<file path="src/rtl/snes_pad_reader.sv">
// SNES gamepad reader: pulses LATCH, clocks out 16 button bits plus a presence bit,
// and publishes the decoded word atomically once per poll period.
module snes_pad_reader #(
    parameter int unsigned C_latch_cycles = 258,
    parameter int unsigned C_half_cycles  = 129,
    parameter int unsigned C_poll_cycles  = 357955
) (
    input  logic        clk_i,
    input  logic        reset_i,
    input  logic        enable_i,
    output logic        pad_latch_o,
    output logic        pad_clk_o,
    input  logic        pad_data_i,
    output logic [15:0] buttons_o,
    output logic        valid_o,
    output logic        present_o
);

    localparam int unsigned TMax = (C_latch_cycles > C_half_cycles) ? C_latch_cycles
                                                                     : C_half_cycles;
    localparam int unsigned TW = (TMax > 1) ? $clog2(TMax) : 1;
    localparam int unsigned PW = (C_poll_cycles > 1) ? $clog2(C_poll_cycles) : 1;

    localparam logic [TW-1:0] LatchLoad = TW'(C_latch_cycles - 1);
    localparam logic [TW-1:0] HalfLoad  = TW'(C_half_cycles - 1);
    localparam logic [PW-1:0] PollLast  = PW'(C_poll_cycles - 1);

    typedef enum logic [2:0] {
        StIdle,
        StLatch,
        StGap,
        StClkLo,
        StClkHi,
        StDone
    } state_e;

    state_e        state_q, state_d;
    logic [TW-1:0] tmr_q, tmr_d;
    logic [PW-1:0] poll_q, poll_d;
    logic [4:0]    bit_q, bit_d;
    logic [16:0]   shift_q, shift_d;
    logic [1:0]    sync_q;
    logic [15:0]   buttons_q, buttons_d;
    logic          present_q, present_d;
    logic          valid_q, valid_d;
    logic          sample;
    logic          tmr_done;

    assign tmr_done = (tmr_q == '0);
    assign poll_d   = (poll_q == PollLast) ? '0 : poll_q + PW'(1);

    always_comb begin
        state_d     = state_q;
        tmr_d       = tmr_q - TW'(1);
        bit_d       = bit_q;
        shift_d     = shift_q;
        buttons_d   = buttons_q;
        present_d   = present_q;
        valid_d     = 1'b0;
        sample      = 1'b0;
        pad_latch_o = 1'b0;
        pad_clk_o   = 1'b1;

        unique case (state_q)
            StIdle: begin
                tmr_d = tmr_q;
                if (poll_q == '0 && enable_i) begin
                    state_d = StLatch;
                    tmr_d   = LatchLoad;
                    bit_d   = '0;
                end
            end
            StLatch: begin
                pad_latch_o = 1'b1;
                if (tmr_done) begin
                    state_d = StGap;
                    tmr_d   = HalfLoad;
                end
            end
            StGap: begin
                if (tmr_done) begin
                    sample  = 1'b1;
                    state_d = StClkLo;
                    tmr_d   = HalfLoad;
                end
            end
            StClkLo: begin
                pad_clk_o = 1'b0;
                if (tmr_done) begin
                    state_d = StClkHi;
                    tmr_d   = HalfLoad;
                end
            end
            StClkHi: begin
                if (tmr_done) begin
                    sample  = 1'b1;
                    state_d = (bit_q == 5'd16) ? StDone : StClkLo;
                    tmr_d   = HalfLoad;
                end
            end
            StDone: begin
                // Pad drives low for pressed; bit 16 low means a pad is attached.
                buttons_d = ~shift_q[15:0];
                present_d = ~shift_q[16];
                valid_d   = 1'b1;
                state_d   = StIdle;
            end
            default: state_d = StIdle;
        endcase

        if (sample) begin
            shift_d = {sync_q[1], shift_q[16:1]};
            bit_d   = bit_q + 5'd1;
        end
    end

    always_ff @(posedge clk_i) begin
        if (reset_i) begin
            state_q   <= StIdle;
            tmr_q     <= '0;
            poll_q    <= '0;
            bit_q     <= '0;
            shift_q   <= '1;
            sync_q    <= 2'b11;
            buttons_q <= '0;
            present_q <= 1'b0;
            valid_q   <= 1'b0;
        end else begin
            state_q   <= state_d;
            tmr_q     <= tmr_d;
            poll_q    <= poll_d;
            bit_q     <= bit_d;
            shift_q   <= shift_d;
            sync_q    <= {sync_q[0], pad_data_i};
            buttons_q <= buttons_d;
            present_q <= present_d;
            valid_q   <= valid_d;
        end
    end

    // valid is registered alongside buttons/present so the pulse and new word coincide.
    assign buttons_o = buttons_q;
    assign present_o = present_q;
    assign valid_o   = valid_q;

endmodule

</file>
<file path="config.mk">
export PLATFORM = sky130hd
export DESIGN_NAME = snes_pad_reader
export DESIGN_NICKNAME = d
export VERILOG_FILES = /design/src/rtl/snes_pad_reader.sv
export SDC_FILE = /design/constraint.sdc
export NUM_CORES = 1
export LEC_CHECK = 0
export BUFFER_PORTS_ARGS = -buffer_cell sky130_fd_sc_hd__buf_2
export CORE_ASPECT_RATIO = 1.4
export CORE_UTILIZATION = 50
export CTS_CLUSTER_DIAMETER = 80
export DETAILED_ROUTE_END_ITERATION = 7
export PLACE_DENSITY = 0.72
export SYNTH_ARGS = -nofsm -noshare
export SYNTH_HDL_FRONTEND = slang
export SYNTH_SLANG_ARGS = --single-unit
</file>
<file path="constraint.sdc">
create_clock -name clk_i -period 2.31 [get_ports clk_i]
set_input_delay 0.1155 -clock clk_i [delete_from_list [all_inputs] [get_ports clk_i]]
set_output_delay 0.1155 -clock clk_i [all_outputs]
set_load 0.005 [all_outputs]
</file>
Word level (Yosys, flattened, before mapping). Index checks and enable logic that the tools add are counted.

Bits in registers: 73. Output and inout bits: 20.

Bitwise gates (word level): 2. Equal/unequal tests: 12. Add/sub/neg operators: 3. Reductions and logical operators: 11. Mux-type cells: 18.

Operator list (number): $add 19x1->19 const B (1); $eq 19x19->1 const B (1); $logic_not 19->1 (1); $mux 3 (6); $mux 9 (2); $pmux 9 s2 (1); $not 16->16 (1); $mux 5 (3); $pmux 3 s5 (1); $ne 2x2->1 const B (5); $logic_not 9->1 (1); $sub 9x1->9 const B (1); $eq 3x2->1 const B (2); $eq 3x3->1 const B (2); $add 5x1->5 const B (1); $eq 5x5->1 const B (1); $mux 1 (5); $reduce_and 5->1 (1); $reduce_bool 2->1 (2); $reduce_or 2->1 (2); $reduce_or 4->1 (1); $eq 3x1->1 const B (1); $logic_not 3->1 (1); $reduce_and 2->1 (1); 2 further kinds (2).

Depth between registers and ports, before layout.
Depth in word-level cells: 5. Depth in mapped cells: 7.

Worst setup path before layout. Ideal clock, no wire load.

Kind: flip-flop to flip-flop. Start: reg poll_q[16]. End: reg tmr_q[8]. Slack: 0.315 ns. Cell stages (with the launch flop): 6. Library setup time: 0.086 ns. Data arrival time: 1.909 ns. Period minus slack after synthesis: 1.995 ns. Path buffers: 1. Path through: dfxtp_1 or4_1 or4_1 buf_2 or2_4 a221oi_2.

Cells in the longest elaborated chain, start to end: 3.

Ends and longest elaborated chain: start, declared (RTL line 39) `logic [PW-1:0] poll_q, poll_d;`; start signal, assigned (RTL line 131) `poll_q <= poll_d;`; $logic_not 19->1 (RTL line 67) `if (poll_q == '0 && enable_i) begin`; $logic_and 1x1->1 (RTL line 67); $ne 2x2->1 (no line); end signal, assigned (RTL line 130) `tmr_q <= tmr_d;`; end, declared (RTL line 38) `logic [TW-1:0] tmr_q, tmr_d;`.

No other way between the ends. A chain may end at the register's enable or synchronous reset.

Final worst setup path. Same ends and word-level chain as after synthesis.

==> metrics.txt <==
top cell type's share of synthesized area 45.4%; EDFF count, synth 0; CTS clk-pin slew, worst paths 0.09 ns; leak pwr 1.45 nW; area of the multi-input gates 1630 sq um; top_reg_cell synth dfxtp_1; Synth Register Bits 73; data required time of the critical path 2.57 ns; H-Tree Depth 3; clock net sink count 73; fin area 3640 sq um; initial drt markers 121; Area growth, synth to finish 13.1%; unrepaired setup endpoints after global routing no; asr flop ratio synth 0%; Longest Clk Path Bufs 2; post-route ant nets 0; WP data arrival 2.34 ns; Post-CTS Hold Fix Bufs 1; Area after DPL 3430 sq um; synth warn 0; maxcap violations 0; worst-path maximum fanout 6; Final min period 2.08 ns; core area 6210 sq um; crit share post-route 90.1%; Post-Place Worst Slack 0.238 ns; CTS tree yes; Critical Path Source Type register; CTS Root Buffer Type clkbuf_8; skew final 0.0129 ns; Routed WL per cell 12.7 um; DR pass1 iterations 4; Antenna Cells 0; final worst slack 0.228 ns; die area 6770 sq um; total congestion overflow 0; final wirelength 6190 um; clock latency on the worst-skew pair 0.35 ns; total CTS buffers 9; Slew @ Worst Pin 0.607 ns; busiest grt layer met2; Worst Reg-to-Reg Cells 4; first-pass GRT wire length 10800 um; # setup viols final 0; port bufs 23; final net count 420; Residual DRC 0; setup slack, reg-to-reg 0.23 ns; Mapped Area 3220 sq um; most frequent cells in the layout 73 x dfxtp_1, 55 x nor2_1, 47 x nand2_1; gpl congestion 0.853; Reg area 1460 sq um; syn_area_per_cell 8.41 sq um; I/O pin total 24; Setup TNS Final 0 ns; die height 96.9 um; Synth cell types 47; Pwr Density 1050 nW/um^2; share of cells above drive strength 1 14.5%; row count 34; Hold Crit Class in2reg; routed via count 2652; r2r endpoint tmr_q[8]; Resize count post-CTS 0; register area share after synthesis 45.4%; WHS Path Cells 2; hpwl dp 4340 um; Die W 69.8 um; Syn Nets 393; Max Slew Vio Count 0; Worst R2R Start poll_q[16]; Rel. slew slack 59.2%; peak supply drop 0.476 mV; initial antenna violation count 0; worst setup path startpoint poll_q[16]; vias in the first global route 2475; ranking of synthesized cells by area dfxtp_1 45%, nor2_1 6.4%, nand2_1 5.5%, a21oi_1 4.2%, nand3b_1 4.2%; most common cell after layout, fill and taps aside dfxtp_1; Fmax 480 MHz; # fillers 540; Final Hold Viols 0; Critical Path Sink Type register; GR met3 Demand/Resource 4.58%; post-CTS setup buffers 0; Synth area leader dfxtp_1; post-layout util 58.6%; outcome completed; met2 global-route usage 33.2%; largest net degree at the start of global routing 36; gr usage total 19.6%; DR vias/cell 5.45; M1 GR Usage 22.9%; Worst Setup EP tmr_q[8]; effective utilization at floorplan 51.8%; Gate Count Post-Synth 383; CP Class reg2reg
==> synthesized netlist by cell type (2+ instances only) <==
cell type	n
and4_1	2
o21ai_0	11
nor4_1	3
nand4b_1	2
nand2b_1	2
nor2_1	55
a211oi_1	3
o32ai_1	2
ha_1	6
and2_1	2
a31oi_1	4
or3_2	2
nand4_1	6
o31ai_1	4
and3_1	2
a21oi_1	27
or4_1	7
nand2_1	47
nand3_1	17
buf_2	4
o211ai_1	8
xor2_1	8
o21a_1	3
nor3_1	4
nor2b_1	3
or2_2	3
dfxtp_1	73
or3_1	6
nand3b_1	18
xnor2_1	5
clkbuf_1	14
inv_1	15
==> cell families (layout without fill, tap and decap cells) <==
logic type | Yosys count | in the layout | share of synthesized area, %
xor gates and xnor gates | 13 | 13 | 3.54
and+or+nand+nor | 188 | 188 | 30.4
DFF | 73 | 73 | 45.4
AOI/OAI and AO/OA | 69 | 69 | 14.0
adders and majority gates | 7 | 7 | 2.64
buffers and inverters | 33 | 65 | 4.00
==> cell type report <==
class	count	area share, %
Multi-Input combinational cell	277	44.7
Sequential cell	73	40.1
Timing Repair Buffer	34	5.50
Clock buffer	9	3.40
Tap cell	72	2.47
Clock inverter	7	2.20
Inverter	15	1.55
==> metrics by stage <==
| stage | instances | total power, mW | hold slack [ns] |
|---|---|---|---|
| finish | 487 | 3.82 | 0.244 |
| global route | 487 | 4.08 | 0.270 |
| CTS | 487 | 3.86 | 0.237 |
| detailed placement | 470 | 2.84 | 0.304 |
| global placement | 470 | 2.81 | 0.301 |
| floorplan | 383 | 2.54 | 0.219 |
==> critical path: stages, from the launching register on <==
cell	delay, ns
dfxtp_1	0.35
or4_1	0.53
or4_1	0.62
or2_4	0.28
a221oi_2	0.22
==> worst min-delay path by stage <==
stage	end	startpoint	slack [ns]
2_1_floorplan	sync_q[0]	pad_data_i	0.22
3_3_place_gp	sync_q[0]	pad_data_i	0.30
3_5_place_dp	sync_q[0]	pad_data_i	0.30
4_1_cts	buttons_o[13]	reset_i	0.24
5_1_grt	buttons_o[13]	reset_i	0.27
6_report	buttons_o[13]	reset_i	0.24
==> layer usage <==
layer / part of all wire (%) / vias up
met1: 45 / 1204
met4: 1.3 / 0
li1: - / 1401
met3: 2.9 / 12
met2: 51 / 35
met5: 0 / -
==> flip-flops by register name (all words and copies together) (netlist names) <==
| register | flops |
|---|---|
| present_o | 1 |
| shift_q | 17 |
| buttons_o | 16 |
| valid_o | 1 |
| tmr_q | 9 |
| poll_q | 19 |
| state_q | 3 |
| sync_q | 2 |
| bit_q | 5 |
==> power breakdown <==
part           internal [mW]  leakage [nW]  switching [mW]
registers               1.44         0.591           0.193
clock network          0.507        0.0960           0.496
logic                  0.488         0.765           0.696
No activity file was read; power rests on OpenSTA's default activity.
